--- src/rtl/nwide_fwd_scoreboard_pkg.sv ---
// Shared forwarding-select encodings and update-mode type for the
// W-wide forwarding/interlock scoreboard and the X-stage operand mux decode.
package nwide_fwd_scoreboard_pkg;

   localparam int unsigned REGW   = 5;
   localparam int unsigned SEL_RF = 0;

   // Operand taken from MW latch lane k
   function automatic int unsigned sel_mw(input int unsigned k);
      return 1 + k;
   endfunction

   // Operand taken from XM latch lane k of a w-wide pipeline
   function automatic int unsigned sel_xm(input int unsigned w, input int unsigned k);
      return 1 + w + k;
   endfunction

   // Which update rule the shadow registers follow this cycle
   typedef enum logic [1:0] {
      UPD_RESET,
      UPD_FREEZE,
      UPD_FLUSH,
      UPD_ADVANCE
   } upd_e;

endpackage

--- src/rtl/nwide_fwd_scoreboard_fwd_src_match.sv ---
// Prioritised bypass select for one source operand against the XM and MW
// shadow entries: XM beats MW, and within a stage the higher lane wins.
module fwd_src_match #(
   parameter int unsigned W    = 2,
   parameter int unsigned REGW = nwide_fwd_scoreboard_pkg::REGW,
   parameter int unsigned SELW = 3
) (
   input  logic [REGW-1:0]   src,
   input  logic              use_src,
   input  logic [W-1:0]      xm_valid,
   input  logic [W-1:0]      xm_write,
   input  logic [W*REGW-1:0] xm_rd,
   input  logic [W-1:0]      mw_valid,
   input  logic [W-1:0]      mw_write,
   input  logic [W*REGW-1:0] mw_rd,
   output logic [SELW-1:0]   sel
);
   import nwide_fwd_scoreboard_pkg::*;

   // Later assignments override earlier ones, so scanning MW then XM in
   // ascending lane order leaves the youngest, closest producer selected.
   always_comb begin
      sel = SELW'(SEL_RF);
      if (use_src && src != '0) begin
         for (int unsigned k = 0; k < W; k++) begin
            if (mw_valid[k] && mw_write[k] && mw_rd[k*REGW +: REGW] == src)
               sel = SELW'(sel_mw(k));
         end
         for (int unsigned k = 0; k < W; k++) begin
            if (xm_valid[k] && xm_write[k] && xm_rd[k*REGW +: REGW] == src)
               sel = SELW'(sel_xm(W, k));
         end
      end
   end

endmodule

--- src/rtl/nwide_fwd_scoreboard.sv ---
// Forwarding/interlock scoreboard for a W-wide in-order pipeline: shadow
// DX/XM/MW destination tags, per-lane bypass selects, load-use stall,
// intra-bundle RAW split issue and a saturating stall-cycle counter.
module nwide_fwd_scoreboard #(
   parameter int unsigned W    = 2,
   parameter int unsigned REGW = nwide_fwd_scoreboard_pkg::REGW,
   parameter int unsigned SELW = 3,
   parameter int unsigned CNTW = 16
) (
   input  logic              clock,
   input  logic              reset,
   input  logic [W-1:0]      id_valid,
   input  logic [W*REGW-1:0] id_rs,
   input  logic [W*REGW-1:0] id_rt,
   input  logic [W-1:0]      id_use_rs,
   input  logic [W-1:0]      id_use_rt,
   input  logic [W*REGW-1:0] id_rd,
   input  logic [W-1:0]      id_regWrite,
   input  logic [W-1:0]      id_memToReg,
   input  logic              mem_ready,
   input  logic              flush,
   output logic [W*SELW-1:0] fwd_a,
   output logic [W*SELW-1:0] fwd_b,
   output logic [W-1:0]      issue_mask,
   output logic              id_hold,
   output logic [CNTW-1:0]   stall_cnt
);
   import nwide_fwd_scoreboard_pkg::*;

   logic [W-1:0]      dx_valid, dx_write, dx_load, dx_use_rs, dx_use_rt;
   logic [W*REGW-1:0] dx_rd, dx_rs, dx_rt;
   logic [W-1:0]      xm_valid, xm_write;
   logic [W*REGW-1:0] xm_rd;
   logic [W-1:0]      mw_valid, mw_write;
   logic [W*REGW-1:0] mw_rd;
   logic [W-1:0]      issued_mask;

   logic [W-1:0]      pending, can_issue;
   logic              load_stall, split_found, raw;
   upd_e              upd;

   function automatic logic reads(input logic [REGW-1:0] r, rs, rt,
                                  input logic urs, urt);
      return (r != '0) && ((urs && rs == r) || (urt && rt == r));
   endfunction

   // Load-use and intra-bundle RAW detection over the still-unissued lanes
   always_comb begin
      pending     = id_valid & ~issued_mask;
      load_stall  = 1'b0;
      split_found = 1'b0;
      raw         = 1'b0;
      can_issue   = '0;
      for (int unsigned j = 0; j < W; j++) begin
         for (int unsigned i = 0; i < W; i++) begin
            if (pending[j] && dx_valid[i] && dx_write[i] && dx_load[i] &&
                reads(dx_rd[i*REGW +: REGW], id_rs[j*REGW +: REGW], id_rt[j*REGW +: REGW],
                      id_use_rs[j], id_use_rt[j]))
               load_stall = 1'b1;
         end
      end
      for (int unsigned j = 0; j < W; j++) begin
         raw = 1'b0;
         for (int unsigned i = 0; i < j; i++) begin
            if (pending[i] && id_regWrite[i] &&
                reads(id_rd[i*REGW +: REGW], id_rs[j*REGW +: REGW], id_rt[j*REGW +: REGW],
                      id_use_rs[j], id_use_rt[j]))
               raw = 1'b1;
         end
         if (pending[j] && raw)
            split_found = 1'b1;
         if (!split_found)
            can_issue[j] = pending[j];
      end
   end

   // Update-mode priority and the decode-side handshake outputs
   always_comb begin
      if (reset)           upd = UPD_RESET;
      else if (!mem_ready) upd = UPD_FREEZE;
      else if (flush)      upd = UPD_FLUSH;
      else                 upd = UPD_ADVANCE;
      issue_mask = (upd == UPD_ADVANCE && !load_stall) ? can_issue : '0;
      id_hold    = (upd == UPD_FREEZE || upd == UPD_ADVANCE) &&
                   (load_stall || (pending & ~can_issue) != '0);
   end

   // Shadow latch, issued-lane and stall-counter state
   always_ff @(posedge clock) begin
      case (upd)
         UPD_RESET: begin
            dx_valid    <= '0;
            dx_write    <= '0;
            dx_load     <= '0;
            dx_use_rs   <= '0;
            dx_use_rt   <= '0;
            dx_rd       <= '0;
            dx_rs       <= '0;
            dx_rt       <= '0;
            xm_valid    <= '0;
            xm_write    <= '0;
            xm_rd       <= '0;
            mw_valid    <= '0;
            mw_write    <= '0;
            mw_rd       <= '0;
            issued_mask <= '0;
            stall_cnt   <= '0;
         end
         UPD_FREEZE: begin
         end
         UPD_FLUSH: begin
            mw_valid    <= xm_valid;
            mw_write    <= xm_write;
            mw_rd       <= xm_rd;
            xm_valid    <= '0;
            dx_valid    <= '0;
            issued_mask <= '0;
         end
         UPD_ADVANCE: begin
            mw_valid  <= xm_valid;
            mw_write  <= xm_write;
            mw_rd     <= xm_rd;
            xm_valid  <= dx_valid;
            xm_write  <= dx_write;
            xm_rd     <= dx_rd;
            dx_valid  <= issue_mask;
            dx_write  <= id_regWrite;
            dx_load   <= id_memToReg;
            dx_use_rs <= id_use_rs;
            dx_use_rt <= id_use_rt;
            dx_rd     <= id_rd;
            dx_rs     <= id_rs;
            dx_rt     <= id_rt;
            // A load-use bubble leaves any partial split progress untouched
            if (!load_stall)
               issued_mask <= id_hold ? (issued_mask | issue_mask) : '0;
            if (id_hold && stall_cnt != '1)
               stall_cnt <= stall_cnt + 1'b1;
         end
         default: begin
         end
      endcase
   end

   // Two bypass-select units per lane, one per DX operand
   for (genvar k = 0; k < W; k++) begin : g_lane
      fwd_src_match #(.W(W), .REGW(REGW), .SELW(SELW)) u_sel_a (
         .src      (dx_rs[k*REGW +: REGW]),
         .use_src  (dx_valid[k] & dx_use_rs[k]),
         .xm_valid (xm_valid),
         .xm_write (xm_write),
         .xm_rd    (xm_rd),
         .mw_valid (mw_valid),
         .mw_write (mw_write),
         .mw_rd    (mw_rd),
         .sel      (fwd_a[k*SELW +: SELW])
      );
      fwd_src_match #(.W(W), .REGW(REGW), .SELW(SELW)) u_sel_b (
         .src      (dx_rt[k*REGW +: REGW]),
         .use_src  (dx_valid[k] & dx_use_rt[k]),
         .xm_valid (xm_valid),
         .xm_write (xm_write),
         .xm_rd    (xm_rd),
         .mw_valid (mw_valid),
         .mw_write (mw_write),
         .mw_rd    (mw_rd),
         .sel      (fwd_b[k*SELW +: SELW])
      );
   end

endmodule

--- config.mk ---
export PLATFORM = sky130hd
export DESIGN_NAME = nwide_fwd_scoreboard
export DESIGN_NICKNAME = d
export VERILOG_FILES = /design/src/rtl/nwide_fwd_scoreboard_pkg.sv /design/src/rtl/nwide_fwd_scoreboard_fwd_src_match.sv /design/src/rtl/nwide_fwd_scoreboard.sv
export SDC_FILE = /design/constraint.sdc
export NUM_CORES = 1
export LEC_CHECK = 0
export ABC_AREA = 1
export BUFFER_PORTS_ARGS = -buffer_cell sky130_fd_sc_hd__buf_4
export CORE_MARGIN = 2
export CORE_UTILIZATION = 50
export CTS_CLUSTER_DIAMETER = 200
export CTS_CLUSTER_SIZE = 14
export DETAILED_ROUTE_END_ITERATION = 16
export GPL_ROUTABILITY_DRIVEN = 0
export PLACE_DENSITY = 0.73
export SYNTH_ARGS = -nofsm -noshare
export SYNTH_HDL_FRONTEND = slang
export SYNTH_SLANG_ARGS = --single-unit
--- constraint.sdc ---
create_clock -name clock -period 2 [get_ports clock]
set_input_delay 0.1 -clock clock [delete_from_list [all_inputs] [get_ports clock]]
set_output_delay 0.1 -clock clock [all_outputs]
set_load 0.05 [all_outputs]
* Word-level counts from Yosys, hierarchy flattened
Index checks and enable logic that the tools add are counted.
Storage, ports and cells: flip-flop bits (word level) 86
Cells by class: $add $sub $neg 1, reduce and logical (&&, ||, !) cells 85, muxes and demuxes 50, equal/unequal tests 32, bitwise logic cells 9
Operators with widths (number):
- $eq 5x5->1 | 26
- $pmux 10 s2 | 5
- $logic_and 1x1->1 | 61
- $pmux 2 s2 | 10
- $reduce_bool 5->1 | 7
- $pmux 16 s2 | 1
- $mux 2 | 13
- $mux 3 | 8
- $add 16x1->16 const B | 1
- $mux 16 | 1
- $ne 16x16->1 const B | 1
- $mux 1 | 12
- $reduce_bool 2->1 | 4
- $logic_or 1x1->1 | 7
- $and 1x1->1 | 4
- $and 2x2->2 | 2
- $eq 2x2->1 const B | 2
- $not 2->2 | 2
- $reduce_and 2->1 | 2
- $reduce_or 2->1 | 2
- $eq 2x1->1 const B | 1
- $logic_not 2->1 | 1
- $ne 2x1->1 const B | 1
- $ne 2x2->1 const B | 1
- other kinds (2) | 2

* Longest topological paths before layout
Gate-level depths: netlist of run 1.
depth after elaboration 17, depth in mapped cells 13

* Cells and area by module
From an unflattened synthesis of run 1, not the netlist that was laid out.
Unflattened totals: cells, all modules 940, area total of the unflattened synthesis 6208.5 um^2
Modules (own cells, without submodules):
- nwide_fwd_scoreboard | cells each 572, area each 4586.9 um^2, sequential area each 2582.5 um^2, instances 1
- fwd_src_match | cells each 92, area each 405.4 um^2, sequential area each 0.0 um^2, instances 4

* Least setup slack after synthesis of run 1
OpenSTA, ideal clock, no wires.
kind register to register, start register stall_cnt[0], end register stall_cnt[0] (enable), slack -490 ps, cell stages (with the launch flop) 11, buffers on the path 0, arrival 2128 ps, cells stage by stage edfxtp_1 > ha_1 > nand2_1 > nor2_2 > nand4_1 > nor3b_2 > nand2_1 > inv_1 > nand3_1 > nand4_1 > nand2_1
On the way: cells in the longest elaborated chain, start to end 4
Ends and longest elaborated chain:
- start: declaration | line nwide_fwd_scoreboard.sv:26 | output logic [CNTW-1:0] stall_cnt
- start signal: assignment | line nwide_fwd_scoreboard.sv:138 | stall_cnt <= stall_cnt + 1'b1;
- $ne 16x16->1 | line nwide_fwd_scoreboard.sv:137 | if (id_hold && stall_cnt != '1)
- $logic_and 1x1->1 | line nwide_fwd_scoreboard.sv:137
- $ne 2x1->1 (no line)
- $reduce_and 2->1 (no line)
Every way passes these cells. A chain may end at the register's enable or synchronous reset.

* Worst setup path after layout of run 1
start register dx_rs[1], end output port fwd_a[1]
On the way: cells in the longest elaborated chain, start to end 6, elaborated cells between the ends (all ways) 12, those cells by class eq/ne (3); mux (4); reduce/logical (5)
Ends and longest elaborated chain:
- start: declaration | line nwide_fwd_scoreboard.sv:31 | logic [W*REGW-1:0] dx_rd, dx_rs, dx_rt;
- start signal: assignment | line nwide_fwd_scoreboard.sv:132 | dx_rs <= id_rs;
- $eq 5x5->1 | line nwide_fwd_scoreboard_fwd_src_match.sv:26 | if (mw_valid[k] && mw_write[k] && mw_rd[k*REGW +: REGW] == src)
- $logic_and 1x1->1 | line nwide_fwd_scoreboard_fwd_src_match.sv:26
- $mux 2 | line nwide_fwd_scoreboard_fwd_src_match.sv:26
- $mux 2 | line nwide_fwd_scoreboard_fwd_src_match.sv:30 | if (xm_valid[k] && xm_write[k] && xm_rd[k*REGW +: REGW] == src)
- $mux 3 | line nwide_fwd_scoreboard_fwd_src_match.sv:30
- $mux 3 * | line nwide_fwd_scoreboard_fwd_src_match.sv:24 | if (use_src && src != '0) begin
- end: declaration | line nwide_fwd_scoreboard.sv:22 | output logic [W*SELW-1:0] fwd_a,
Every way passes the cells marked *; elsewhere a longest branch is shown, timed or not.

==> results of run 1 <==
flip-flops by register name, summed over array words and instances (netlist names):
register and flops:
dx_use_rt 2, mw_valid 2, mw_rd 10, dx_use_rs 2
stall_cnt 16, xm_rd 10, dx_write 2, dx_rs 10
xm_valid 2, dx_load 2, dx_valid 2, issued_mask 2
xm_write 2, mw_write 2, dx_rt 10, dx_rd 10
per-layer routing:
metal,global-route usage,share of wire,vias up
met5,0,0,-
met4,0.125,0.040,0
met3,0.0423,0.085,82
met2,0.433,0.48,370
met1,0.340,0.39,2650
li1,-,-,2781
final cells by class:
cell class              count  share of cell area
inverters                 151              0.0776
repair buffers            145               0.154
well taps                 140              0.0234
clock inverters             5              0.0110
clock buffers              10              0.0305
multi-input cells         511               0.359
flip-flops and latches     86               0.344
worst reg2reg max path: cells and delay by family, from the launching register on:
kind                   cells  cell delay (ns)
buffers and inverters      1             0.18
DFF                        1             0.45
and+or+nand+nor           11             1.15
cell families (layout without fill, tap and decap cells):
| kind of cell | Yosys count | count (layout) |
|---|---|---|
| buffers and inverters | 168 | 311 |
| xor gates and xnor gates | 21 | 21 |
| DFF | 86 | 86 |
| and+or+nand+nor | 376 | 377 |
| adders and majority gates | 3 | 3 |
| AOI/OAI and AO/OA | 110 | 110 |
cell usage in the layout, fill, tap and decap left out, types with 3 or more instances in the layout:
| cell | instances |
|---|---|
| nand2_1 | 215 |
| buf_4 | 131 |
| inv_1 | 121 |
| edfxtp_1 | 86 |
| nor2_1 | 74 |
| a21oi_1 | 35 |
| nand3_1 | 35 |
| inv_2 | 24 |
| o22ai_1 | 19 |
| o21ai_0 | 17 |
| nand4_1 | 14 |
| a221oi_2 | 14 |
| buf_6 | 12 |
| xnor2_1 | 10 |
| nor3_1 | 10 |
| xor2_1 | 9 |
| clkbuf_16 | 9 |
| nand2_2 | 8 |
| o21ai_1 | 6 |
| nand3_2 | 5 |
| a21oi_2 | 5 |
| nor2_2 | 5 |
| inv_4 | 3 |
| a221oi_1 | 3 |
| nand2_4 | 3 |
through the flow:
stage                     hold slack, ns  instances  cell area, um2  utilization  setup slack [ns]
final                             0.0157       1048            7500        0.686           -0.0803
after global routing              0.0246       1048            7500        0.686            -0.256
after CTS                        0.00708       1005            6940        0.635           -0.0398
after detailed placement           0.361        974            6470        0.592           -0.0254
after global placement             0.356        974            6470        0.592          -0.00899
after floorplan                    0.268        764            5700            -            -0.276
power by group:
group          switching [uW]  leakage, uW  internal, uW  total, uW
Combinational             794      0.00267           554       1350
Sequential                229     0.000885          2190       2420
Clock                     684     0.000153          1090       1780
Total                    1710      0.00371          3840       5540
final timing paths:
check,startpoint,end,slack (ns),cells after the start
worst max-delay path,dx_rs[1],fwd_a[1],-0.08,5
worst min-delay path,id_rd[6],dx_rd[6],0.02,3
worst max register to register,dx_rd[3],stall_cnt[2],-0.06,12
worst min register to register,dx_write[0],xm_write[0],0.56,2
what timing repair did:
item / 4_1_cts / 5_1_grt
setup buffers: 16 / 42
gates resized for setup: 19 / 67
cloned: 0 / 1
endpoints found under the setup margin: 25 / 30
pin swaps: 7 / 48
==> out/metrics.yaml, run 1 <==
clocking:
  clk_pin_slew_ns: 0.06
  htreeDepth: 3
  postCtsHoldBufs: 0
  clock_path_buffers: 2
  clock_latency_ns: 0.34
  numCtsBuffers: 9
  cts_tree: "done"
  cts-root-buf: "clkbuf_16"
  clock-sinks: 86
logic_synthesis:
  synth_common_cells: "223 x nand2_1, 142 x inv_1, 86 x edfxtp_1"
  synth_xor_xnor_area_share: 0.0324
  synthCells: 764
  muxShareOfSynthArea: 0
  yosys.area_share.adder: 0.00661
  synth_async_sr_flop_share: 0
  synth-edff-count: 86
  syn_nets: 811
  ys_seq_elements: 86
  syn_area_um2: 5680
  yosysUniqueCellTypes: 34
  yosysSeqAreaShare: 0.455
  synthSimpleGateAreaFrac: 0.276
  synth_compound_area_frac: 0.118
  synth_area_leaders: "edfxtp_1 46%, nand2_1 15%, inv_1 9.4%"
  ys_warn_count: 0
  syn_area_per_cell_um2: 7.43
  yosys_most_used_dff: "edfxtp_1"
  yosys.area.top_type: "edfxtp_1"
  synth_top_area_share: 0.455
  synth_top_family_by_area: "simple AND/OR/NAND/NOR gates"
  yosysMostFrequentCell: "nand2_1"
route:
  viasPerCell: 5.61
  wl_um: 17100
  ant_nets: 0
  avgRoutedWirePerCell_um: 16.3
  drt_iter0_drc: 680
  drc: 0
  vias: 5883
  firstDrtPassIters: 6
sta:
  finalSetupViolCount: 22
  fin_crit_sh: 1.04
  fin_tns_setup_ns: -1.17
  max_freq_mhz: 481
  skew_ns: 0.00767
  period_needed_ns: 2.08
  hold_viol_final: 0
  finalMaxSlewViolations: 0
  tightestPinTransition_ns: 0.450
  setup_ws_ns: -0.0803
  grt_setup_unrepaired: "yes"
  slew_headroom: 0.700
critical_path:
  path_buf_inv: 2
  cp-end-kind: "primary output"
  worstPathCellList: "inv_2, a221oi_1, nand3_1, a21oi_2, buf_6"
  path_max_fanout: 6
  crit_arrival_ns: 1.98
  required_ns: 1.90
  critical_path_class: "flop to primary output"
  crit_family: "compound AO/OA/AOI/OAI gates"
  critPathMaxStageDelay_ns: 0.52
  worstSetupStartpointType: "flop"
  crit_path_top_delay_cell: "edfxtp_1"
finish:
  n_antenna_cell: 0
  multi_input_comb_area_um2: 2700
  fin_nets: 951
  nFillCells: 868
  drive_gt1_frac: 0.269
  syn2layout_area_growth_pct: 32.2
  seqCellArea_um2: 2580
floorplanning:
  core_um2: 10900
  io_pins: 75
  fp.dieH_um: 111
  start_util: 0.519
  rows: 38
  die_area_um2: 12200
  die_width_um: 111
outcome:
  violations: "setup timing"
  status: "finished with violations"
global_routing:
  grt_pass1_wl_um: 26100
  grt_max_degree: 40
  grt_pass1_vias: 5337
  antenna_found_initial: 0
  grt_overflow: 0
  grt_usage: 0.263
worst_hold_path:
  hold_path_class: "primary input to flop"
power_and_ir_drop:
  leakagePower_uw: 0.00371
  total_power_uw: 5540
  power.density_nw_per_um2: 739
  vdd.ir_drop.worst_v: 0.000436
placement:
  io_buffers: 74
  hpwl_um: 11900
run:
  maxCapViolCount: 0
(Power assumes the default switching activity.)
==> run 2, diff against run 1 <==
Settings changed: PLACE_DENSITY 0.73 to 0.75.
==> run 2 against run 1 <==
Effect of this change:
- the run still ends with setup timing left
- maximum frequency decreased by 1.0%
- sequential power about the same
- die area unchanged
- routed wire length increased by 0.75%
==> out/metrics.yaml, run 2 (same netlist as run 1, synthesis figures left out) <==
clocking:
  clock-sinks: 86
  clock_latency_ns: 0.35
  numCtsBuffers: 9
  postCtsHoldBufs: 0
  htreeDepth: 3
  cts_tree: "done"
  clk_pin_slew_ns: 0.06
  cts-root-buf: "clkbuf_16"
  clock_path_buffers: 2
route:
  drc: 0
  firstDrtPassIters: 5
  ant_nets: 0
  wl_um: 17300
  viasPerCell: 5.67
  vias: 5924
  avgRoutedWirePerCell_um: 16.5
  drt_iter0_drc: 600
finish:
  largest_register_ffs: 16
  nFillCells: 857
  final_core_util: 0.677
  drive_gt1_frac: 0.248
  layoutNonFillerInstCount: 1044
  syn2layout_area_growth_pct: 30.5
  regMostFlops: "stall_cnt"
  seqCellArea_um2: 2580
  mostFrequentLayoutCells: "212 x nand2_1, 125 x inv_1, 124 x buf_4"
  n_antenna_cell: 0
  fin_nets: 947
  final_common_cell: "nand2_1"
  multi_input_comb_area_um2: 2640
power_and_ir_drop:
  leakagePower_uw: 0.00367
  power.density_nw_per_um2: 728
  vdd.ir_drop.worst_v: 0.000429
floorplanning:
  io_pins: 75
  die_area_um2: 12200
  core_um2: 10900
  rows: 38
  start_util: 0.519
  die_width_um: 111
  fp.dieH_um: 111
sta:
  hold_viol_final: 0
  period_needed_ns: 2.10
  setup_ws_ns: -0.102
  skew_ns: 0.00694
  grt_setup_unrepaired: "yes"
  finalMaxSlewViolations: 0
  fin_crit_sh: 1.05
  finalSetupViolCount: 23
  max_freq_mhz: 476
  tightestPinTransition_ns: 0.462
  slew_headroom: 0.692
worst_hold_path:
  hold_depth: 3
  min_from: "id_rd[7]"
  hold_path_class: "primary input to flop"
critical_path:
  required_ns: 1.90
  reg2reg_slack_ns: -0.07
  critical_path_class: "flop to primary output"
  critPathMaxStageDelay_ns: 0.50
  crit_path_top_delay_cell: "edfxtp_1"
  worstPathCellList: "buf_4, nand2_1, nand2_1, nor2_1, nand3_1, nand2_1, nand2_1, nand2_1, nand2_2, nand4_1, inv_1, buf_6"
  cp_common_cell: "nand2_1"
  crit_family: "simple AND/OR/NAND/NOR gates"
  crit_start: "dx_rd[7]"
  path_buf_inv: 3
  crit_arrival_ns: 2.00
  cp-end-kind: "primary output"
  path_max_fanout: 7
  worst_r2r_startpoint: "stall_cnt[0]"
  ff2ff_path_depth: 10
  crit_cells: 12
  worstSetupStartpointType: "flop"
global_routing:
  grt_usage: 0.266
  grt_overflow: 0
  grt_max_degree: 46
  grt_pass1_wl_um: 26600
  grt_pass1_vias: 5495
  antenna_found_initial: 0
placement:
  io_buffers: 74
  dp_cells: 975
  hpwl_um: 11900
outcome:
  violations: "setup timing"
  status: "finished with violations"
run:
  maxCapViolCount: 0
## run 2: cell count changes in the layout (fill, tap and decap cells not counted), moves of 4 or more
| cell | previous run | this run |
|---|---|---|
| clkinv_1 | 1 | 6 |
| inv_1 | 121 | 125 |
| a221oi_1 | 3 | 10 |
| buf_4 | 131 | 124 |
| a221oi_2 | 14 | 7 |
## run 2: cell type report
cell class | instances | area share
clock inverter | 6 | 0.00726
multi-input combinational | 510 | 0.356
sequential | 86 | 0.349
timing repair buffer | 142 | 0.157
clock buffer | 9 | 0.0304
inverter | 151 | 0.0770
tap | 140 | 0.0236
## run 2: power breakdown
part | switching (uW) | internal, uW | total, uW | leakage, uW
registers | 232 | 2190 | 2420 | 0.000885
logic | 773 | 541 | 1310 | 0.00265
clock network | 705 | 947 | 1650 | 0.000135
## run 2: per-stage QoR
step / hold WS (ns) / area [um2] / total power, uW / setup WS, ns / setup TNS, ns
after floorplan: 0.268 / 5700 / 3060 / -0.276 / -4.49
after CTS: 0.00605 / 6890 / 5120 / -0.0674 / -0.978
after global placement: 0.356 / 6500 / 3420 / -0.0219 / -0.347
final: 0.00873 / 7410 / 5390 / -0.102 / -1.45
after global routing: 0.0240 / 7410 / 5580 / -0.213 / -4.38
after detailed placement: 0.362 / 6500 / 3460 / -0.0428 / -0.679
## run 2: per-layer routing
layer,track usage,share of wire,vias up
met5,0,0,-
met4,0.148,0.050,0
met3,0.0483,0.097,89
met2,0.421,0.47,412
met1,0.344,0.38,2655
li1,-,-,2768
## run 2: worst paths after layout
check / end
min: dx_rd[7]
max reg2reg: stall_cnt[15]
max: issue_mask[1]
min reg2reg: xm_write[1]
## run 2: what timing repair did
| action | CTS | global route |
|---|---|---|
| setup endpoints to repair | 24 | 35 |
| endpoints found under the hold margin | 0 | 0 |
| buffers inserted | 10 | 44 |
| resized for setup | 16 | 53 |
| pin swaps | 10 | 30 |
## run 2: worst min-delay path: stages
cell,delay (ns)
buf_4,0.07
nand2_1,0.04
inv_1,0.04
